File: src/rtl/adder_seq_cla.sv
// ============================================================================
// adder_seq_cla -- multi-cycle WIDTH-bit adder built around one 8-bit
// carry-lookahead slice.
//
// The operands are captured on acceptance and added one byte per cycle,
// least significant byte first. The carry out of each byte is carried
// forward into the next cycle. This trades latency for area: one adder_cla_8b
// is shared across all byte positions.
//
// Optional feature (macro ADDER_SEQ_SUB_EN):
//   Adds port i_sub. When i_sub=1 at acceptance, B is inverted and the
//   slice-0 carry-in is forced to 1, so the result is A-B mod 2^WIDTH.
//   o_c_out=1 then means "no borrow" (A >= B). Without the macro the block
//   only adds and has no i_sub port.
//
// Ports:
//   i_clk    in   1      clock, rising edge
//   i_rst    in   1      synchronous active-high reset
//   i_valid  in   1      operand request valid
//   o_ready  out  1      block can accept a request (IDLE only)
//   i_a      in   WIDTH  operand A
//   i_b      in   WIDTH  operand B
//   i_c_in   in   1      carry into bit 0
//   i_sub    in   1      subtract select (only with ADDER_SEQ_SUB_EN)
//   o_valid  out  1      result valid (DONE only)
//   i_ready  in   1      downstream accepts the result
//   o_sum    out  WIDTH  (A + B + c_in) mod 2^WIDTH
//   o_c_out  out  1      carry out of bit WIDTH-1
//   o_zero   out  1      o_sum == 0
// ============================================================================

// ----------------------------------------------------------------------------
// adder_cla_8b -- 8-bit carry-lookahead slice.
// Ports: i_a/i_b (8) operands, i_c_in carry in, o_sum (8) sum,
// o_c_out carry out, o_p/o_g group propagate/generate.
// ----------------------------------------------------------------------------
module adder_cla_8b (
   input  logic [7:0] i_a,
   input  logic [7:0] i_b,
   input  logic       i_c_in,
   output logic [7:0] o_sum,
   output logic       o_c_out,
   output logic       o_p,
   output logic       o_g
);

   logic [7:0] bit_p;
   logic [7:0] bit_g;
   logic [8:0] carry;
   logic       group_g;

   // Per-bit propagate/generate, then the lookahead carries. The group
   // generate is folded with c_in=0 so the group carry out is simply
   // G | (P & c_in), the form an upstream lookahead level would consume.
   always_comb begin
      bit_p    = i_a ^ i_b;
      bit_g    = i_a & i_b;
      carry    = '0;
      carry[0] = i_c_in;
      group_g  = 1'b0;
      for (int i = 0; i < 8; i++) begin
         carry[i+1] = bit_g[i] | (bit_p[i] & carry[i]);
         group_g    = bit_g[i] | (bit_p[i] & group_g);
      end
      o_sum   = bit_p ^ carry[7:0];
      o_p     = &bit_p;
      o_g     = group_g;
      o_c_out = group_g | (o_p & i_c_in);
   end

endmodule

module adder_seq_cla #(
   parameter int WIDTH = 32
) (
   input  logic             i_clk,
   input  logic             i_rst,
   input  logic             i_valid,
   output logic             o_ready,
   input  logic [WIDTH-1:0] i_a,
   input  logic [WIDTH-1:0] i_b,
   input  logic             i_c_in,
`ifdef ADDER_SEQ_SUB_EN
   input  logic             i_sub,
`endif
   output logic             o_valid,
   input  logic             i_ready,
   output logic [WIDTH-1:0] o_sum,
   output logic             o_c_out,
   output logic             o_zero
);

   localparam int NSLICE = WIDTH / 8;
   localparam int IDX_W  = (NSLICE > 1) ? $clog2(NSLICE) : 1;

   // Reject widths the byte-serial datapath cannot cover exactly.
   if ((WIDTH % 8) != 0 || WIDTH < 8) begin : g_bad_width
      $error("adder_seq_cla: WIDTH must be a multiple of 8 and at least 8");
   end

   typedef enum logic [1:0] {
      IDLE,
      ADD,
      DONE
   } state_t;

   state_t             state;
   state_t             next_state;

   logic [WIDTH-1:0]   a_reg;
   logic [WIDTH-1:0]   b_reg;
   logic [WIDTH-1:0]   acc_reg;
   logic [WIDTH-1:0]   acc_next;
   logic               carry_reg;
   logic [IDX_W-1:0]   idx;
   logic               last_slice;

   logic [WIDTH-1:0]   sum_reg;
   logic               c_out_reg;
   logic               zero_reg;

   logic [7:0]         slice_a;
   logic [7:0]         slice_b;
   logic [7:0]         slice_sum;
   logic               slice_c_out;

   // The single shared slice always works on byte 'idx' of the captured
   // operands with the carry left over from the previous byte.
   assign slice_a    = a_reg[8*idx +: 8];
   assign slice_b    = b_reg[8*idx +: 8];
   assign last_slice = (idx == IDX_W'(NSLICE - 1));

   adder_cla_8b u_slice (
      .i_a     (slice_a),
      .i_b     (slice_b),
      .i_c_in  (carry_reg),
      .o_sum   (slice_sum),
      .o_c_out (slice_c_out),
      .o_p     (),
      .o_g     ()
   );

   // Partial sum with the current byte merged in. On the last slice this is
   // the complete result, so the zero flag is taken from it directly rather
   // than waiting a cycle for the accumulator to settle.
   always_comb begin
      acc_next               = acc_reg;
      acc_next[8*idx +: 8]   = slice_sum;
   end

   // State register; reset wins over everything, discarding any in-flight add.
   always_ff @(posedge i_clk) begin
      if (i_rst) begin
         state <= IDLE;
      end else begin
         state <= next_state;
      end
   end

   // Next-state and handshake outputs. DONE returns to IDLE rather than
   // re-accepting directly, so o_ready only rises the cycle after the result
   // is taken.
   always_comb begin
      next_state = state;
      o_ready    = 1'b0;
      o_valid    = 1'b0;
      case (state)
         IDLE: begin
            o_ready = 1'b1;
            if (i_valid) begin
               next_state = ADD;
            end
         end
         ADD: begin
            if (last_slice) begin
               next_state = DONE;
            end
         end
         DONE: begin
            o_valid = 1'b1;
            if (i_ready) begin
               next_state = IDLE;
            end
         end
         default: begin
            next_state = IDLE;
         end
      endcase
   end

   // Datapath. The visible result registers are written only when the last
   // byte completes, so o_sum/o_c_out/o_zero keep the previous result through
   // IDLE and ADD instead of showing partial sums.
   always_ff @(posedge i_clk) begin
      if (i_rst) begin
         a_reg     <= '0;
         b_reg     <= '0;
         acc_reg   <= '0;
         carry_reg <= 1'b0;
         idx       <= '0;
         sum_reg   <= '0;
         c_out_reg <= 1'b0;
         zero_reg  <= 1'b0;
      end else begin
         case (state)
            IDLE: begin
               if (i_valid) begin
                  a_reg   <= i_a;
                  acc_reg <= '0;
                  idx     <= '0;
`ifdef ADDER_SEQ_SUB_EN
                  b_reg     <= i_sub ? ~i_b : i_b;
                  carry_reg <= i_sub ? 1'b1 : i_c_in;
`else
                  b_reg     <= i_b;
                  carry_reg <= i_c_in;
`endif
               end
            end
            ADD: begin
               acc_reg   <= acc_next;
               carry_reg <= slice_c_out;
               idx       <= idx + 1'b1;
               if (last_slice) begin
                  sum_reg   <= acc_next;
                  c_out_reg <= slice_c_out;
                  zero_reg  <= (acc_next == '0);
               end
            end
            default: begin
            end
         endcase
      end
   end

   assign o_sum   = sum_reg;
   assign o_c_out = c_out_reg;
   assign o_zero  = zero_reg;

endmodule

File: config.mk
export PLATFORM = sky130hd
export DESIGN_NAME = adder_seq_cla
export DESIGN_NICKNAME = d
export VERILOG_FILES = /design/src/rtl/adder_seq_cla.sv
export SDC_FILE = /design/constraint.sdc
export NUM_CORES = 1
export LEC_CHECK = 0
export BUFFER_PORTS_ARGS = -buffer_cell sky130_fd_sc_hd__buf_2
export CELL_PAD_IN_SITES_DETAIL_PLACEMENT = 1
export CELL_PAD_IN_SITES_GLOBAL_PLACEMENT = 2
export CORE_UTILIZATION = 33
export DETAILED_ROUTE_END_ITERATION = 10
export GPL_TIMING_DRIVEN = 0
export PLACE_DENSITY_LB_ADDON = 0.1
export SETUP_SLACK_MARGIN = 0.3
export SYNTH_ARGS = -nofsm -noshare
export SYNTH_HDL_FRONTEND = slang
export SYNTH_SLANG_ARGS = --single-unit
export TNS_END_PERCENT = 1
File: constraint.sdc
create_clock -name i_clk -period 6.1 [get_ports i_clk]
set_clock_uncertainty 0.1 [all_clocks]
set_input_delay 0 -clock i_clk [delete_from_list [all_inputs] [get_ports i_clk]]
set_output_delay 0 -clock i_clk [all_outputs]
set_load 0.1 [all_outputs]
Word-level counts from Yosys, hierarchy flattened
Cells that the tools add are included.
{"block": "op_classes", "shift": 4, "n_addsub": 2, "n_eq_ne": 6, "mux": 13, "bitwise_logic": 33, "n_reduce_logical": 8}
{"op": "case mux 32 bit (2 select lines)", "n": 1}
{"op": "variable part select 32 x 6 -> 8 bit", "n": 2}
{"op": "negation 5 -> 34 bit", "n": 1}
{"op": "variable shift 8 x 34 -> 32 bit, first input constant", "n": 1}
{"op": "variable part select 8 x 34 -> 32 bit", "n": 1}
{"op": "bitwise mux 32 bit", "n": 1}
{"op": "zero test 32 bit", "n": 1}
{"op": "2-to-1 mux 32 bit", "n": 1}
{"op": "bitwise XOR 8 bit", "n": 2}
{"op": "AND 1 bit", "n": 15}
{"op": "bitwise OR 1 bit", "n": 15}
{"op": "AND 8 bit", "n": 1}
{"op": "2-to-1 mux 2 bit", "n": 4}
{"op": "AND reduction 8 bit", "n": 1}
{"op": "inequality test 2 bit, second input constant", "n": 3}
{"op": "case mux 2 bit (3 select lines)", "n": 1}
{"op": "AND reduction 2 bit", "n": 3}
{"op": "equality test 2 bit, second input constant", "n": 2}
{"op": "case mux 2 bit (2 select lines)", "n": 1}
{"op": "2-to-1 mux 1 bit", "n": 3}
{"op": "AND reduction 3 bit", "n": 1}
{"op": "adder 2 x 1 -> 2 bit, second input constant", "n": 1}
{"op": "equality test 2 x 1 -> 1 bit, second input constant", "n": 1}
{"op": "zero test 2 bit", "n": 1}
{"op": "other kinds (2)", "n": 2}
{"block": "word_totals", "inputBits": 69, "output_inout_bits": 36, "register_bits": 135, "wordCells": 75}

Depth between registers and ports, before layout
{"block": "logic_depth", "depth_word": 20, "ltp_mapped": 16, "mapped_depth_nobuf": 14}

Hierarchy
Synthesis repeated with hierarchy kept, for this count alone.
{"block": "hier_totals", "cells_unflattened": 722, "hier_area_um2": 6153.4}
{"module": "adder_seq_cla", "area_each_um2": 5796.8, "seq_area_each_um2": 2702.6, "cells_each": 687, "instances": 1}
{"module": "adder_cla_8b", "area_each_um2": 356.6, "seq_area_each_um2": 0.0, "cells_each": 35, "instances": 1}

Worst setup path before layout
No wires, ideal clock.
{"block": "synth_timing", "path_type": "register to register", "from": "register idx[1]", "to": "register zero_reg (netlist: o_zero)", "path_buffers": 2, "setup_slack_ns": 1.316, "required_time_ns": 5.913, "synth_period_minus_slack_ns": 4.784, "path_stages_with_launch": 17, "setup_ns": 0.087, "arrival_time_ns": 4.597, "path_cell_list": "dfxtp_1 clkbuf_1 buf_2 mux4_2 fa_1 inv_1 fa_1 fa_1 fa_1 fa_1 fa_1 fa_1 nand2_1 o31a_1 nor4_1 nand4_1 o31ai_1"}
{"block": "synth_between", "elab_chain_cells": 20, "word_cells_on_any_way": 26, "classes_between": "add/sub (1); eq/ne (1); shift (4); mux (1); bitwise (17); reduce/logical (2)"}
{"item": "start: declaration", "line": "115", "text": "logic [IDX_W-1:0] idx;"}
{"item": "start signal: assignment", "line": "223", "text": "idx <= idx + 1'b1;"}
{"item": "variable part select 32 x 6 -> 8 bit, on equally long branches", "line": "129, 130"}
{"item": "bitwise XOR 8 bit", "line": "56", "text": "bit_p = i_a ^ i_b;"}
{"item": "AND 1 bit", "line": "62", "text": "carry[i+1] = bit_g[i] | (bit_p[i] & carry[i]);"}
{"item": "bitwise OR 1 bit", "line": "62"}
{"item": "AND 1 bit", "line": "62"}
{"item": "bitwise OR 1 bit", "line": "62"}
{"item": "AND 1 bit", "line": "62"}
{"item": "bitwise OR 1 bit", "line": "62"}
{"item": "(+4 left out)"}
{"item": "AND 1 bit", "line": "62"}
{"item": "bitwise OR 1 bit", "line": "62"}
{"item": "AND 1 bit", "line": "62"}
{"item": "bitwise OR 1 bit", "line": "62"}
{"item": "bitwise XOR 8 bit", "line": "65", "text": "o_sum = bit_p ^ carry[7:0];"}
{"item": "variable part select 8 x 34 -> 32 bit", "line": "148", "text": "acc_next[8*idx +: 8] = slice_sum;"}
{"item": "bitwise mux 32 bit", "line": "148"}
{"item": "zero test 32 bit", "line": "227", "text": "zero_reg <= (acc_next == '0);"}
{"item": "end signal: assignment", "line": "227"}
{"item": "end: declaration", "line": "120", "text": "logic zero_reg;"}
Parallel ways exist; a longest one is shown, timed or not.
A chain may end at the register's enable or synchronous reset.

Worst setup path after layout
Same ends and word-level chain as after synthesis.

==> flow_summary.yaml <==
status:
  outcome: "finished, violations left"
  violations: "DRC"
synth:
  yosysTopAreaCell: "dfxtp_1"
  synth_warnings: 0
  yosys.area.top_type_share_pct: 43.9
  synth_edf_count: 0
  syn_avg_cell_area_um2: 8.27
  synth-main-ff-cell: "dfxtp_1"
  synthArstFlopShare_pct: 0
  synth_commonest_cells: "nand2_1 (158), dfxtp_1 (135), a21oi_1 (95)"
  yosysMostFrequentCell: "nand2_1"
  syn_area_um2: 6150
  synthesis.nets: 834
  syn_inst: 744
  ys_seq_area_share_pct: 43.9
  yosysUniqueCellTypes: 52
  yosys-top-cells-area: "dfxtp_1 (44%), nand2_1 (9.6%), a21oi_1 (7.7%)"
  ys_ff_latch: 135
critical_path:
  rrSetupSlack_ns: 0.62
  rr_startpoint: "idx[1]"
  startpoint_type: "flip-flop"
  worstPathRequired_ns: 6.33
  critPathKind: "reg -> reg"
  critPathArrivalTime_ns: 5.71
  crit_path_max_incr_delay_ns: 0.71
  cpMaxStageDelayCell: "fa_2"
  path_cells: "clkbuf_2 -> buf_2 -> mux4_2 -> fa_1 -> inv_1 -> fa_1 -> fa_1 -> fa_1 -> fa_1 -> fa_1 -> fa_2 -> nand2_1 -> o31a_1 -> nor4_1 -> nand4_1 -> o31ai_1"
  cp_max_fo: 10
  ff2ff_path_depth: 16
  cpMostUsedCell: "fa_1"
  r2r_end: "o_zero"
  endpoint_kind: "flip-flop"
  crit_family: "adder cells"
  cp_num_buf_inv: 3
final_layout:
  layout-drive-gt1-share_pct: 18.1
  nets: 1022
  synthToLayoutAreaGrowth_pct: 33.0
  postLayoutCellArea_um2: 8190
  fill_cells: 2191
  antenna_cells: 0
  postLayoutCoreUtil_pct: 45.1
route:
  first_pass_iters: 8
  vias_per_cell: 5.12
  via_count: 6001
  antenna_left: 0
  avgRoutedWirePerCell_um: 18.7
  routed_wl_mm: 21.9
  drc: 8
  drt-initial-drc-count: 234
global_route:
  grt_overflow: 0
  antenna_found_initial: 0
  grt_pass1_vias: 6519
  grt_first_pass_wirelength_mm: 34.6
  grt_max_degree: 17
  grtUsageTotal_pct: 23.6
power_and_ir_drop:
  peakVddDrop_uv: 187
  p_leak_nw: 3.20
  p_per_area_nw_per_um2: 278
floorplan:
  dieArea_um2: 19200
  start_util_pct: 33.9
  dieWidth_um: 139
  rows: 49
  pin_count: 105
  die_y_um: 139
  coreArea_um2: 18100
job:
  max_cap_violations: 0
clock_network:
  insertion_delay_ns: 0.42
  cts_made_buffers: 17
  clkTransAtPathRegs_ns: 0.06
  cts_buffer_depth: 2
  cts_root_buf: "clkbuf_16"
  clock_sinks: 135
  cts_tree: "built"
  htreeDepth: 4
  post_cts_buffers: 0
timing:
  holdWs_ns: 0.111
  slew_headroom_pct: 55.9
  setup_viol: 0
  fin_ws_ns: 0.616
  min_period_ns: 5.48
  grt_setup_unrepaired: "false"
  hold_violations: 0
  worstMarginPinSlew_ns: 0.662
  slew_viol_final: 0
  fin_crit_sh_pct: 89.9
  fmax_ghz: 0.182
  setup-tns-final_ns: 0
worst_hold_path:
  whs_path_depth: 3
  min_to: "state[0]"
  worstHoldPathType: "in -> reg"
  hp-start: "i_rst"
placed_design:
  place_ws_ns: 0.281
  placed_cell_area_um2: 6960
  hpwl_mm: 15.9
  gp_congestion: 0.881
  io_buffers: 103
==> power by group <==
| group | leakage [nW] | internal (mW) | switching (mW) |
|---|---|---|---|
| sequential | 1.10 | 0.913 | 0.0179 |
| clock | 0.273 | 0.619 | 0.386 |
| combinational | 1.82 | 0.132 | 0.205 |
| total | 3.20 | 1.66 | 0.609 |
==> stage by stage <==
step | total power, mW | instances
after global placement | 1.24 | 1076
after CTS | 2.29 | 1173
after detailed placement | 1.25 | 1076
after floorplan | 1.14 | 744
after global routing | 2.37 | 1173
final | 2.27 | 1173
==> cell usage in the layout, fill, tap and decap left out, drive strengths merged, types with 2 or more instances in the layout <==
master	Yosys	routed
a211oi	10	10
a21o	2	2
a21oi	95	95
a22oi	2	2
a2bb2oi	6	6
a311oi	2	2
a31oi	11	11
and4bb	2	2
buf	21	124
bufinv	0	2
clkbuf	38	61
clkinv	1	5
clkinvlp	0	2
dfxtp	135	135
dlygate4sd3	0	66
fa	7	7
ha	14	14
inv	30	30
mux2i	2	2
mux4	16	16
nand2	158	158
nand2b	3	3
nand3	26	26
nand3b	2	2
nand4	3	3
nand4bb	3	3
nor2	83	83
nor2b	2	2
nor3	24	24
nor4	3	3
o21bai	2	2
o22ai	13	13
o2bb2ai	10	10
o31a	2	2
or2	2	2
==> worst register-to-register path, delay by kind of cell (launching register included) <==
kind / cells / cell delay [ns]
flops: 1 / 0.39
buf+inv: 3 / 0.75
simple gates: 3 / 0.52
mux: 1 / 0.33
fa+ha+maj: 7 / 2.86
compound gates: 2 / 0.47
==> worst max-delay path by stage <==
stage	depth (start not counted)	start	to
2_1_floorplan	16	idx[1]	o_zero
3_3_place_gp	16	idx[1]	o_zero
3_5_place_dp	16	idx[1]	o_zero
4_1_cts	16	idx[1]	o_zero
5_1_grt	16	idx[1]	o_zero
6_report	16	idx[1]	o_zero
==> routing by layer <==
| layer | global-route usage, % | vias to the layer above | part of all wire, % |
|---|---|---|---|
| li1 | - | 2934 | - |
| met1 | 27.3 | 2905 | 42 |
| met2 | 43.4 | 134 | 53 |
| met3 | 4.25 | 28 | 3.5 |
| met4 | 8.46 | 0 | 2.0 |
| met5 | 0 | - | 0 |
==> layout make-up <==
class	instances	area (um^2)	area share, %
multi-input combinational	519	3070	37.6
sequential	135	2700	33.0
tap	229	287	3.50
clock inverter	8	98.8	1.21
timing repair buffer	169	1180	14.4
clock buffer	23	468	5.72
buffer	59	264	3.22
inverter	31	116	1.42
==> repair_timing <==
action                                  CTS  global route
cloned                                    0             0
gates resized for setup                   1             1
hold endpoints to repair                 66             0
endpoints found under the setup margin    1             1
hold buffers                             66             0
==> kinds of logic after synthesis <==
group	count (synthesis)	share of synthesized area (%)
adder cells (fa/ha/maj)	21	5.12
AND/OR/NAND/NOR	316	22.1
flip-flops	135	43.9
buffers and inverters	90	6.16
multiplexers	18	6.18
XOR/XNOR	1	0.264
AO/OA/AOI/OAI	163	16.3
(Power assumes the default switching activity.)
